<file path="src/rtl/score_bcd_pkg.sv">
// Shared types and constants for the score binary-to-BCD converter.
package score_bcd_pkg;

  typedef enum logic [1:0] {S_IDLE, S_LOAD, S_SHIFT, S_DONE} state_e;

  typedef logic [3:0] bcd_t;

  // Widest digit count the helper functions support.
  localparam int unsigned MaxDigits = 8;

  // All-9s BCD vector for the given digit count, right-aligned in a MaxDigits-wide word.
  function automatic logic [4*MaxDigits-1:0] max_bcd(input int unsigned digits);
    logic [4*MaxDigits-1:0] v;
    v = '0;
    for (int unsigned i = 0; i < MaxDigits; i++) begin
      if (i < digits) v[4*i +: 4] = 4'h9;
    end
    return v;
  endfunction

  // Largest binary value representable in the given number of decimal digits.
  function automatic int unsigned max_score(input int unsigned digits);
    int unsigned p;
    p = 1;
    for (int unsigned i = 0; i < digits; i++) p = p * 10;
    return p - 1;
  endfunction

endpackage

</file>
<file path="src/rtl/score_bcd_if.sv">
// Score converter bus: the game side drives Clear/Score, the converter returns digits and status.
interface score_bcd_if #(
  parameter int unsigned BIN_W  = 12,
  parameter int unsigned DIGITS = 3
);

  logic                  Clear;
  logic [BIN_W-1:0]      Score;
  logic [4*DIGITS-1:0]   Digits;
  logic                  Valid;
  logic                  Busy;
  logic                  Overflow;
  logic [4*DIGITS-1:0]   HiDigits;
  logic                  NewHigh;

  modport master (
    output Clear, Score,
    input  Digits, Valid, Busy, Overflow, HiDigits, NewHigh
  );

  modport slave (
    input  Clear, Score,
    output Digits, Valid, Busy, Overflow, HiDigits, NewHigh
  );

endinterface

</file>
<file path="src/rtl/score_bcd_add3.sv">
// Double-dabble correction for one BCD nibble: add 3 when the nibble is 5 or more.
module score_bcd_add3
  import score_bcd_pkg::*;
(
  input  bcd_t nib,
  output bcd_t adj
);

  // A nibble of at most 9 becomes at most 12, so the sum stays within 4 bits.
  assign adj = (nib >= 4'd5) ? nib + 4'd3 : nib;

endmodule

</file>
<file path="src/rtl/score_bcd.sv">
// Sequential binary-to-BCD converter for the game score. One conversion per frame_clk rising
// edge, one bit per Clk (shift-add-3), digits held stable between conversions.
// Optional best-score tracking is enabled by defining SCORE_BCD_HIGH_SCORE_EN.
module score_bcd
  import score_bcd_pkg::*;
#(
  parameter int unsigned BIN_W  = 12,
  parameter int unsigned DIGITS = 3
) (
  input  logic      Clk,
  input  logic      Reset_n,
  input  logic      frame_clk,
  score_bcd_if.slave bus
);

  localparam int unsigned AccW = 4 * (DIGITS + 1);
  localparam int unsigned OutW = 4 * DIGITS;
  localparam int unsigned CntW = (BIN_W > 1) ? $clog2(BIN_W) : 1;

  localparam logic [4*MaxDigits-1:0] MaxBcdAll = max_bcd(DIGITS);
  localparam logic [OutW-1:0]        MaxBcd    = MaxBcdAll[OutW-1:0];
  localparam int unsigned            MaxScore  = max_score(DIGITS);
  localparam logic [CntW-1:0]        CntInit   = CntW'(BIN_W - 1);

  logic fs_meta, fs_sync, fs_prev, start;

  state_e            state_q;
  logic              pend_q;
  logic [BIN_W-1:0]  bin_q;
  logic [AccW-1:0]   acc_q;
  logic [CntW-1:0]   cnt_q;
  logic              sat_q;
  logic [OutW-1:0]   digits_q;
  logic              valid_q;
  logic              busy_q;
  logic              ovf_q;

  logic [AccW-1:0]   acc_adj;
  logic [AccW-1:0]   acc_shift;
  logic [BIN_W-1:0]  bin_shift;
  logic [OutW-1:0]   result;
  logic              last_shift;

  // Bring frame_clk into the Clk domain and turn its rising edge into a one-cycle start.
  always_ff @(posedge Clk or negedge Reset_n) begin
    if (!Reset_n) begin
      fs_meta <= 1'b0;
      fs_sync <= 1'b0;
      fs_prev <= 1'b0;
      start   <= 1'b0;
    end else begin
      fs_meta <= frame_clk;
      fs_sync <= fs_meta;
      fs_prev <= fs_sync;
      start   <= fs_sync & ~fs_prev;
    end
  end

  // The extra top nibble keeps the accumulator exact for any 12-bit score.
  for (genvar i = 0; i < DIGITS + 1; i++) begin : g_add3
    score_bcd_add3 u_add3 (
      .nib (acc_q[4*i +: 4]),
      .adj (acc_adj[4*i +: 4])
    );
  end

  assign acc_shift  = {acc_adj[AccW-2:0], bin_q[BIN_W-1]};
  assign bin_shift  = {bin_q[BIN_W-2:0], 1'b0};
  assign result     = sat_q ? MaxBcd : acc_shift[OutW-1:0];
  assign last_shift = (state_q == S_SHIFT) && (cnt_q == '0);

  // Conversion FSM; the result is committed on the final shift so it is visible during DONE.
  always_ff @(posedge Clk or negedge Reset_n) begin
    if (!Reset_n) begin
      state_q  <= S_IDLE;
      pend_q   <= 1'b0;
      bin_q    <= '0;
      acc_q    <= '0;
      cnt_q    <= '0;
      sat_q    <= 1'b0;
      digits_q <= '0;
      valid_q  <= 1'b0;
      busy_q   <= 1'b0;
      ovf_q    <= 1'b0;
    end else if (bus.Clear) begin
      state_q  <= S_IDLE;
      pend_q   <= 1'b0;
      digits_q <= '0;
      valid_q  <= 1'b0;
      busy_q   <= 1'b0;
      ovf_q    <= 1'b0;
    end else begin
      valid_q <= 1'b0;
      unique case (state_q)
        S_IDLE: begin
          if (start) begin
            state_q <= S_LOAD;
            busy_q  <= 1'b1;
          end
        end
        S_LOAD: begin
          bin_q   <= bus.Score;
          acc_q   <= '0;
          cnt_q   <= CntInit;
          sat_q   <= (32'(bus.Score) > MaxScore);
          state_q <= S_SHIFT;
          if (start) pend_q <= 1'b1;
        end
        S_SHIFT: begin
          bin_q <= bin_shift;
          acc_q <= acc_shift;
          cnt_q <= cnt_q - CntW'(1);
          if (start) pend_q <= 1'b1;
          if (last_shift) begin
            state_q  <= S_DONE;
            digits_q <= result;
            ovf_q    <= sat_q;
            valid_q  <= 1'b1;
          end
        end
        S_DONE: begin
          // A start seen while busy (or right now) chains straight into the next load.
          if (pend_q || start) begin
            state_q <= S_LOAD;
            pend_q  <= 1'b0;
          end else begin
            state_q <= S_IDLE;
            busy_q  <= 1'b0;
          end
        end
      endcase
    end
  end

  assign bus.Digits   = digits_q;
  assign bus.Valid    = valid_q;
  assign bus.Busy     = busy_q;
  assign bus.Overflow = ovf_q;

`ifdef SCORE_BCD_HIGH_SCORE_EN
  logic [OutW-1:0] hi_q;
  logic            new_high_q;

  // Track the best committed result; only Reset_n clears it, not the game-restart Clear.
  always_ff @(posedge Clk or negedge Reset_n) begin
    if (!Reset_n) begin
      hi_q       <= '0;
      new_high_q <= 1'b0;
    end else begin
      new_high_q <= 1'b0;
      if (!bus.Clear && last_shift && (result > hi_q)) begin
        hi_q       <= result;
        new_high_q <= 1'b1;
      end
    end
  end

  assign bus.HiDigits = hi_q;
  assign bus.NewHigh  = new_high_q;
`else
  assign bus.HiDigits = '0;
  assign bus.NewHigh  = 1'b0;
`endif

endmodule

</file>
<file path="src/flat_wrapper.sv">
// flat-port wrapper written by rule: the top's interface ports become plain ports
module score_bcd_flat import score_bcd_pkg::*;
#(
  parameter int unsigned BIN_W  = 12,
  parameter int unsigned DIGITS = 3
)
  (Clk, Reset_n, frame_clk, bus_Clear, bus_Score, bus_Digits, bus_Valid, bus_Busy, bus_Overflow, bus_HiDigits, bus_NewHigh);
  score_bcd_if #(.BIN_W(BIN_W), .DIGITS(DIGITS)) bus_i ();
  input  logic Clk;
  input  logic Reset_n;
  input  logic frame_clk;
  input wire logic [$bits(bus_i.Clear)-1:0] bus_Clear;
  input wire logic [$bits(bus_i.Score)-1:0] bus_Score;
  output wire logic [$bits(bus_i.Digits)-1:0] bus_Digits;
  output wire logic [$bits(bus_i.Valid)-1:0] bus_Valid;
  output wire logic [$bits(bus_i.Busy)-1:0] bus_Busy;
  output wire logic [$bits(bus_i.Overflow)-1:0] bus_Overflow;
  output wire logic [$bits(bus_i.HiDigits)-1:0] bus_HiDigits;
  output wire logic [$bits(bus_i.NewHigh)-1:0] bus_NewHigh;
  assign bus_i.Clear = bus_Clear;
  assign bus_i.Score = bus_Score;
  assign bus_Digits = bus_i.Digits;
  assign bus_Valid = bus_i.Valid;
  assign bus_Busy = bus_i.Busy;
  assign bus_Overflow = bus_i.Overflow;
  assign bus_HiDigits = bus_i.HiDigits;
  assign bus_NewHigh = bus_i.NewHigh;
  score_bcd #(.BIN_W(BIN_W), .DIGITS(DIGITS)) u_core (.Clk(Clk), .Reset_n(Reset_n), .frame_clk(frame_clk), .bus(bus_i));
endmodule
</file>
<file path="config.mk">
export PLATFORM = sky130hd
export DESIGN_NAME = score_bcd_flat
export DESIGN_NICKNAME = d
export VERILOG_FILES = /design/src/rtl/score_bcd_pkg.sv /design/src/rtl/score_bcd_if.sv /design/src/rtl/score_bcd_add3.sv /design/src/rtl/score_bcd.sv /design/src/flat_wrapper.sv
export SDC_FILE = /design/constraint.sdc
export NUM_CORES = 1
export LEC_CHECK = 0
export CORE_ASPECT_RATIO = 2
export CORE_MARGIN = 1.5
export CORE_UTILIZATION = 25
export DETAILED_ROUTE_END_ITERATION = 8
export SLEW_MARGIN = 40
export SYNTH_ARGS = -nofsm -noshare
export SYNTH_HDL_FRONTEND = slang
export SYNTH_SLANG_ARGS = --single-unit
</file>
<file path="constraint.sdc">
create_clock -name Clk -period 1.5 [get_ports Clk]
set_input_delay 0.15 -clock Clk [delete_from_list [all_inputs] [get_ports Clk]]
set_output_delay 0.15 -clock Clk [all_outputs]
set_load 0.01 [all_outputs]
</file>
* Yosys cells after proc, flatten, opt, wreduce, memory -nomap -nowiden
Index checks and enable logic that the tools add are counted.
** Storage, ports and cells
- Register bits :: 55
- Latch bits :: 0
- Memory bits (writable) :: 0
- Bits in read-only memories :: 0
- Input port bits :: 16
- Output and inout bits :: 28
- Word-level logic and storage cells :: 80
- Memories :: 0
** Operators by class
- $add $sub $neg :: 5
- $mul :: 0
- Divide/modulo/power cells :: 0
- Order comparisons :: 5
- Eq/ne operators :: 8
- Shift-type cells :: 0
- Muxes and demuxes :: 29
- Bitwise logic cells :: 3
- Reduce and logical (&&, ||, !) cells :: 16
** Operators with widths (count)
- 12-bit two-way mux :: 4
- 16-bit case mux with 2 select lines :: 1
- 12-bit case mux with 2 select lines :: 1
- 4-bit by 3-bit >= comparator with 1-bit output, second input constant :: 4
- 4-bit by 2-bit adder with 4-bit output, second input constant :: 3
- 12-bit by 10-bit > comparator with 1-bit output, second input constant :: 1
- 1-bit two-way mux :: 12
- 4-bit two-way mux :: 3
- 3-bit by 2-bit inequality test with 1-bit output, second input constant :: 3
- 2-bit case mux with 4 select lines :: 1
- 4-bit case mux with 2 select lines :: 1
- 2-bit AND reduction :: 4
- 2-bit two-way mux :: 3
- 3-bit AND reduction :: 2
- 2-bit nonzero test :: 3
- 3-bit nonzero test :: 2
- 2-bit equality test, second input constant :: 2
- 4-bit logical NOT :: 1
- 1-bit case mux with 2 select lines :: 2
- 4-bit by 1-bit subtractor with 4-bit output, second input constant :: 1
- 3-bit by 2-bit adder with 3-bit output, second input constant :: 1
- 3-bit two-way mux :: 1
- 3-bit by 1-bit inequality test with 1-bit output, second input constant :: 1
- 3-bit inequality test, second input constant :: 1
- other kinds (7) :: 8

* Logic depth before layout (Yosys ltp)
Gate-level depths: netlist of the first run.
- Depth after elaboration :: 6
- Gate-level depth with buffers :: 8
- Gate-level depth less buffers :: 7

* Cells and area by module
A second synthesis of the first run with hierarchy kept.
** Second synthesis, totals
- Cell total of the unflattened synthesis :: 297
- Area total of the unflattened synthesis :: 2751.4 um^2
** By module, submodules not included
- score_bcd :: times used 1, cells each 249, area an instance 2447.3 um^2, seq. area each 1276.2 um^2
- score_bcd_add3 :: times used 3, cells each 16, area an instance 101.3 um^2, seq. area each 0.0 um^2

* Worst setup path before layout of the first run
No wires, ideal clock.
- Path type :: reg-to-reg
- From :: register u_core.acc_q[4]
- To :: register u_core.digits_q[6], in the netlist u_core.bus.Digits[6]
- Setup time :: 0.096 ns
- Arrival :: 1.453 ns
- Required time :: 1.404 ns
- Path slack :: -0.049 ns
- Cell stages (with the launch flop) :: 6
- Path buffers :: 0
- Period minus slack after synthesis :: 1.549 ns
- Cell sequence :: dfrtp_1 > ha_1 > nand2b_1 > a21oi_1 > mux2_2 > o31ai_1
** On the way
- Longest elaborated chain between the ends :: 6
- Elaborated cells between the ends (all ways) :: 7
- Those cells by class :: 1 x add/sub; 1 x order compare; 5 x mux
** RTL lines
- from (decl) :: RTL line score_bcd.sv:30 : logic [AccW-1:0] acc_q;
- from (signal assigned) :: RTL line score_bcd.sv:111 : acc_q <= acc_shift;
- 4-bit by 2-bit adder with 4-bit output or 4-bit by 3-bit >= comparator with 1-bit output (tied branches) :: RTL line score_bcd_add3.sv:10 : assign adj = (nib >= 4'd5) ? nib + 4'd3 : nib;
- 4-bit two-way mux * :: RTL line score_bcd_add3.sv:10
- 12-bit two-way mux * :: RTL line score_bcd.sv:69 : assign result = sat_q ? MaxBcd : acc_shift[OutW-1:0];
- 12-bit two-way mux * :: RTL line score_bcd.sv:114 : if (last_shift) begin
- 12-bit two-way mux * :: RTL line score_bcd.sv:94 : unique case (state_q)
- 12-bit two-way mux * :: RTL line score_bcd.sv:85 : end else if (bus.Clear) begin
- to (signal assigned) :: RTL line score_bcd.sv:116 : digits_q <= result;
- to (decl) :: RTL line score_bcd.sv:33 : logic [OutW-1:0] digits_q;
Every way passes the cells marked *; elsewhere a longest branch is shown, timed or not. The select of a mux whose other input is x is not followed.
A chain may end at the register's enable or synchronous reset.

* Final worst setup path of the first run
- From :: register u_core.state_q[0]
- To :: register u_core.cnt_q[3]
** On the way
- Longest elaborated chain between the ends :: 3
- Elaborated cells between the ends (all ways) :: 5
- Those cells by class :: 2 x eq/ne; 1 x mux; 2 x reduce/logical
** RTL lines
- from (decl) :: RTL line score_bcd.sv:27 : state_e state_q;
- from (signal assigned) :: RTL line score_bcd.sv:75 : state_q <= S_IDLE;
- from (signal assigned) :: RTL line score_bcd.sv:86 : state_q <= S_IDLE;
- from (signal assigned) :: RTL line score_bcd.sv:97 : state_q <= S_LOAD;
- 2-bit by 1-bit equality test with 1-bit output or 2-bit equality test (tied branches) :: RTL line score_bcd.sv:94
- 2-bit nonzero test (no source line)
- 2-bit AND reduction (no source line)
- to (signal assigned) :: RTL line score_bcd.sv:104 : cnt_q <= CntInit;
- to (signal assigned) :: RTL line score_bcd.sv:112 : cnt_q <= cnt_q - CntW'(1);
- to (decl) :: RTL line score_bcd.sv:31 : logic [CntW-1:0] cnt_q;
Several ways; a longest one is shown, not always the timed one.

==> metrics.cfg, run 1 <==
[die]
die_h_um=145
initial_core_util_pct=25.8
ios=44
die_area_um2=10800
fp.coreArea_um2=9830
num_rows=51
dieWidth_um=74.2

[run_status]
violations=setup timing
status=complete, but fails checks

[hold_path]
worstHoldPathType=input port to asynchronous set/reset pin

[clock_network]
root_buffer=clkbuf_16
insertion_delay_ns=0.29
cts_made_buffers=5
cts.path.max_buffers=2
clk_pin_slew_ns=0.06
numClockSinks=51
h-tree-depth=2
cts_tree=built

[power_and_ir_drop]
ir_drop_mv=0.842
power_mw=4.85
cellPowerDensity_nw_per_um2=1320
power_leakage_nw=1.59

[layout]
stdcell_area_um2=3670
finalNetCount=351
syn2layout_area_growth_pct=44.5
final_cells=457
final_core_util_pct=37.3
antenna_cells=0
drive_above_1_share_pct=30.2
fillers=993

[synth]
ys_ff_latch=51
syn_inst=252
ys_types=37
syn_avg_cell_area_um2=10.1
syn_area_um2=2540
synthTopCellsByArea=dfrtp_1 50%, o21ai_0 5.5%, ha_1 5.4%, mux2i_1 5.1%, nand2_1 5.0%
ys_seq_area_share_pct=50.3
yosysTopAreaCell=dfrtp_1
synthFlopType=dfrtp_1
synth-edff-count=0
ys_warn_count=0
synth_top_area_share_pct=50.3
async_flop_share_pct=100

[placed_design]
gp_congestion=0.735
dpl.hpwl_um=4160
dpl-instance-area_um2=3160
dp.cells=436
port_buffers=30
dp_slack_ns=-0.143

[setup_path]
critical-path-max-stage-delay_ns=0.37
worstPathRequired_ns=1.66
critPathMaxFanout=6
worst_path_most_repeated_cell=buf_6
ff2ff_path_depth=8
end_kind=flip-flop
path_cells=inv_2, buf_6, ha_4, nor2b_4, buf_6, nand3_1, o21ai_0, a21oi_1
start_kind=flip-flop
slowest_stage=dfrtp_1
crit_arrival_ns=1.69
critPathKind=flip-flop to flip-flop

[detailed_routing]
drtPass1Iterations=4
vias_per_cell=4.38
wl_per_cell_um=13.0
drcViolationCount=0
drt_iter0_drc=74
via_count=2002
drt.antenna.violating_nets=0
drt_wl_total_um=5960

[sta]
min_period_ns=1.52
setup_tns_ns=-0.0654
setup_viol=6
max_freq_ghz=0.657
finalWorstSetupSlack_ns=-0.0215
hold_slack_ns=0.283
skew_ns=0.00180
slew_violations=0
timing_hold_violations_final=0
grt_setup_unrepaired=true
fin_crit_sh_pct=101

[global_routing]
antenna_found_initial=0
grt_start_max_net_pins=41
gr-total-overflow=0
track_usage_pct=11.4
grt_pass1_wl_um=9630
grt_pass1_vias=1959

[flow_run]
maxCapViolCount=0

## routing by layer
layer,vias up,wire (um),global-route usage (%)
met5,-,0,0
met4,0,244,5.73
met3,14,196,1.80
met2,47,3350,20.3
met1,960,2170,12.5
li1,981,-,-
## Yosys cell counts, types with 2 or more instances
library cell,count
nand3_1,3
clkbuf_1,3
o22ai_1,2
a22o_1,8
mux2_2,2
buf_2,6
nor2b_1,6
nor3b_1,5
ha_1,11
o31ai_1,3
inv_1,12
o21ai_0,28
nand2_1,34
nor2_1,7
dfrtp_1,51
a21oi_1,13
nand2b_1,6
o211ai_1,3
nor3_1,3
mux2i_1,13
buf_4,15
xnor2_1,3
## worst max-delay path: cells and delay by family, from the launching register on
kind | cells | cell delay (ns)
AOI/OAI and AO/OA | 2 | 0.16
adders and majority gates | 1 | 0.27
DFF | 1 | 0.37
and+or+nand+nor | 2 | 0.27
buffers and inverters | 3 | 0.33
## area by class of cell
type | instances | area, um^2 | share of cell area, %
Clock buffer | 8 | 156 | 4.27
Inverter | 13 | 48.8 | 1.33
Multi-Input combinational cell | 176 | 1330 | 36.2
Sequential cell | 51 | 1280 | 34.8
Tap cell | 132 | 165 | 4.51
Timing Repair Buffer | 77 | 689 | 18.8
## path summary, 6_finish.rpt
path,start,end,slack [ns]
setup / recovery,u_core.state_q[0]$_DFFE_PN0P_,u_core.cnt_q[3]$_DFFE_PN0P_,-0.02
hold / removal,Reset_n,u_core.bus.Digits[1]$_DFFE_PN0P_,0.28
setup reg to reg,u_core.state_q[0]$_DFFE_PN0P_,u_core.cnt_q[3]$_DFFE_PN0P_,-0.02
hold reg to reg,u_core.fs_meta$_DFF_PN0_,u_core.fs_sync$_DFF_PN0_,0.36
max in group asynchronous,Reset_n,u_core.acc_q[8]$_DFFE_PN0P_,0.71
min in group Clk,frame_clk,u_core.fs_meta$_DFF_PN0_,0.29
## cells in the final DEF, fill, tap and decap left out, types with 2 or more instances in the layout
| cell type | netlist | routed |
|---|---|---|
| o21ai_0 | 28 | 22 |
| ha_4 | 0 | 7 |
| buf_4 | 15 | 38 |
| nand3_1 | 3 | 3 |
| xnor2_2 | 0 | 2 |
| mux2_4 | 0 | 2 |
| o211ai_1 | 3 | 3 |
| nor3_1 | 3 | 3 |
| nor2b_1 | 6 | 5 |
| a22o_1 | 8 | 8 |
| ha_2 | 0 | 2 |
| nand2b_4 | 0 | 5 |
| a21oi_2 | 1 | 2 |
| o22ai_1 | 2 | 2 |
| conb_1 | 1 | 13 |
| inv_1 | 12 | 4 |
| o31ai_2 | 0 | 2 |
| nand2_1 | 34 | 33 |
| clkdlybuf4s50_1 | 0 | 29 |
| ha_1 | 11 | 2 |
| o21ai_1 | 0 | 6 |
| dfrtp_1 | 51 | 50 |
| nor3b_1 | 5 | 5 |
| mux2i_1 | 13 | 13 |
| clkbuf_16 | 0 | 5 |
| clkbuf_8 | 0 | 2 |
| a21oi_1 | 13 | 8 |
| inv_2 | 1 | 9 |
| nor2_1 | 7 | 7 |
| buf_6 | 0 | 7 |
| a21oi_4 | 0 | 4 |
## state kept, by name (all words and copies together) (netlist names), 2 cells and up
name	cells
u_core.bin_q	12
u_core.bus.Digits	12
u_core.state_q	2
u_core.cnt_q	4
u_core.acc_q	12
## timing repair
item | 4_1_cts | 5_1_grt
endpoints found under the hold margin | 11 | 0
resized for setup | 35 | 28
pin swaps | 9 | 17
hold buffers | 1 | 0
setup buffers | 1 | 12
setup endpoints to repair | 44 | 40
cloned | 1 | 0
## report_power, final
group          internal [mW]  switching (mW)
sequential              1.62           0.202
combinational          0.947           0.876
clock                  0.711           0.489
## cell families (layout without fill, tap and decap cells)
family / Yosys count / in the layout / share of synthesized area (%)
other: 1 / 13 / 0.148
buffers and inverters: 37 / 98 / 7.99
flip-flops: 51 / 51 / 50.3
AND/OR/NAND/NOR: 72 / 72 / 14.2
multiplexers: 15 / 15 / 6.02
AO/OA/AOI/OAI: 62 / 62 / 14.9
XOR/XNOR: 3 / 3 / 1.04
adder cells (fa/ha/maj): 11 / 11 / 5.42
Note: power is estimated with default switching activity, not from simulation.
==> run 2, diff against run 1 <==
CORE_UTILIZATION = 47   (was 25)
PLACE_DENSITY = 0.75   (was unset)
==> run 2 against run 1 <==
Against the previous run: the run still ends with setup timing left; largest power group unchanged; register-to-register slack worse by 0.05 ns; sequential share of layout area is 0.74 points higher; worst hold slack better by 0.0093 ns; non-clock buffer count stayed put; clock skew is 0.013 ns higher; clock power is 17% lower; setup slack worse by 0.050 ns; flip-flop and latch count stayed put; global-route usage is 10 points higher; maximum frequency is 3.2% lower; highest routed layer unchanged; utilization is 32 points higher; die area is 46% lower.
==> metrics.cfg, run 2 (synthesized netlist as in run 1, its figures left out) <==
[run_status]
status=complete, but fails checks
violations=setup timing

[global_routing]
antenna_found_initial=0
grt_pass1_vias=2029
grt_pass1_wl_um=9390
track_usage_pct=21.8
grt_start_max_net_pins=52
gr-total-overflow=0

[setup_path]
end_kind=flip-flop
crit_arrival_ns=1.76
path_buf_inv=3
critPathMaxFanout=13
critical-path-max-stage-delay_ns=0.41
r2r_end=u_core.bus.Digits[9]$_DFFE_PN0P_
slowest_stage=dfrtp_1
crit_family=flip-flops
ff2ff_path_depth=7
path_cells=inv_2, ha_4, and4bb_2, buf_6, nor2_4, buf_12, a22o_1
critPathKind=flip-flop to flip-flop
worstPathRequired_ns=1.69
r2r_slack_ns=-0.07
r2r-start=u_core.cnt_q[0]$_DFFE_PN0P_
start_kind=flip-flop

[placed_design]
port_buffers=30
dpl.hpwl_um=4020
dpl-instance-area_um2=3130
gp_congestion=0.812

[sta]
slew_violations=0
setup_tns_ns=-0.460
min_period_ns=1.57
setup_viol=12
grt_setup_unrepaired=true
finalWorstSetupSlack_ns=-0.0718
timing_hold_violations_final=0
maxSlewHeadroom_pct=60.2
fin_crit_sh_pct=105
max_freq_ghz=0.636
worst_slew_pin_slew_ns=0.597
hold_slack_ns=0.293
skew_ns=0.0145

[layout]
final_core_util_pct=69.2
mostFrequentLayoutCell=dfrtp_1
layout_common_cells=51 x dfrtp_1, 36 x buf_4, 32 x nand2_1
drive_above_1_share_pct=31.4
fillers=387
syn2layout_area_growth_pct=41.3
stdcell_area_um2=3590
antenna_cells=0
finalNetCount=351

[die]
ios=44
num_rows=37
die_h_um=107
initial_core_util_pct=48.9
fp.coreArea_um2=5180
dieWidth_um=55.0
die_area_um2=5880

[flow_run]
maxCapViolCount=0

[detailed_routing]
drt_iter0_drc=33
drt.antenna.violating_nets=0
drt_wl_total_um=6150
via_count=2067
wl_per_cell_um=16.1
vias_per_cell=5.40
drtPass1Iterations=4
drcViolationCount=0

[hold_path]
worstHoldStart=frame_clk
holdPathStages=1
hold_end=u_core.fs_meta$_DFF_PN0_
worstHoldPathType=input port to flip-flop

[clock_network]
cts_made_buffers=5
clk_pin_slew_ns=0.09
insertion_delay_ns=0.31
cts.path.max_buffers=2
root_buffer=clkbuf_8
cts_tree=built
h-tree-depth=2
numClockSinks=51

[power_and_ir_drop]
ir_drop_mv=1.25
cellPowerDensity_nw_per_um2=1310
power_leakage_nw=1.59

run 2: cell types whose count changed in the layout (fill, tap and decap cells not counted), sizes merged:
| cell | delta |
|---|---|
| clkbuf | -1 |
| clkinv | +1 |
| buf | -1 |
| bufinv | +1 |
run 2: power breakdown:
part	internal (mW)	switching, mW	total [mW]
combinational	0.954	0.890	1.84
clock	0.540	0.456	0.997
sequential	1.62	0.250	1.87
run 2: final cells by class:
type / count / area, um^2 / area share [%]
repair buffers: 77 / 737 / 20.6
inverters: 13 / 53.8 / 1.50
multi-input cells: 176 / 1330 / 37.1
clock buffers: 6 / 82.6 / 2.30
well taps: 58 / 72.6 / 2.02
clock inverters: 2 / 35.0 / 0.977
flip-flops and latches: 51 / 1280 / 35.6
run 2: what timing repair did:
item,4_1_cts,5_1_grt
resized for setup,34,35
hold endpoints to repair,51,0
pin swaps,10,10
setup endpoints to repair,27,36
gates cloned,0,1
buffers inserted,3,5
hold buffers,1,0
run 2: per-stage QoR:
step	instances	setup WS, ns	power [mW]
2_1_floorplan	264	-0.00957	2.66
3_3_place_gp	365	-0.0461	3.26
6_report	383	-0.0718	4.71
4_1_cts	377	-0.0443	4.44
5_1_grt	383	-0.126	4.97
3_5_place_dp	365	-0.125	3.31
run 2: worst max-delay path by stage:
stage	from	end	cells past startpoint	slack, ns
floorplan	u_core.acc_q[4]$_DFFE_PN0P_	u_core.bus.Digits[6]$_DFFE_PN0P_	5	-0.01
global placement	u_core.cnt_q[0]$_DFFE_PN0P_	u_core.state_q[0]$_DFFE_PN0P_	6	-0.05
detailed placement	u_core.acc_q[4]$_DFFE_PN0P_	u_core.bus.Digits[6]$_DFFE_PN0P_	5	-0.13
CTS	u_core.state_q[0]$_DFFE_PN0P_	u_core.bus.Digits[9]$_DFFE_PN0P_	7	-0.04
global route	u_core.acc_q[0]$_DFFE_PN0P_	u_core.acc_q[2]$_DFFE_PN0P_	6	-0.13
finish	u_core.cnt_q[0]$_DFFE_PN0P_	u_core.bus.Digits[9]$_DFFE_PN0P_	7	-0.07
run 2: layer usage:
metal	vias to the layer above	part of all wire [%]	global-route usage [%]
met5	-	0	0
met4	0	2.8	8.36
met3	15	2.4	3.06
met2	44	58	37.8
met1	1035	36	25.6
li1	973	-	-
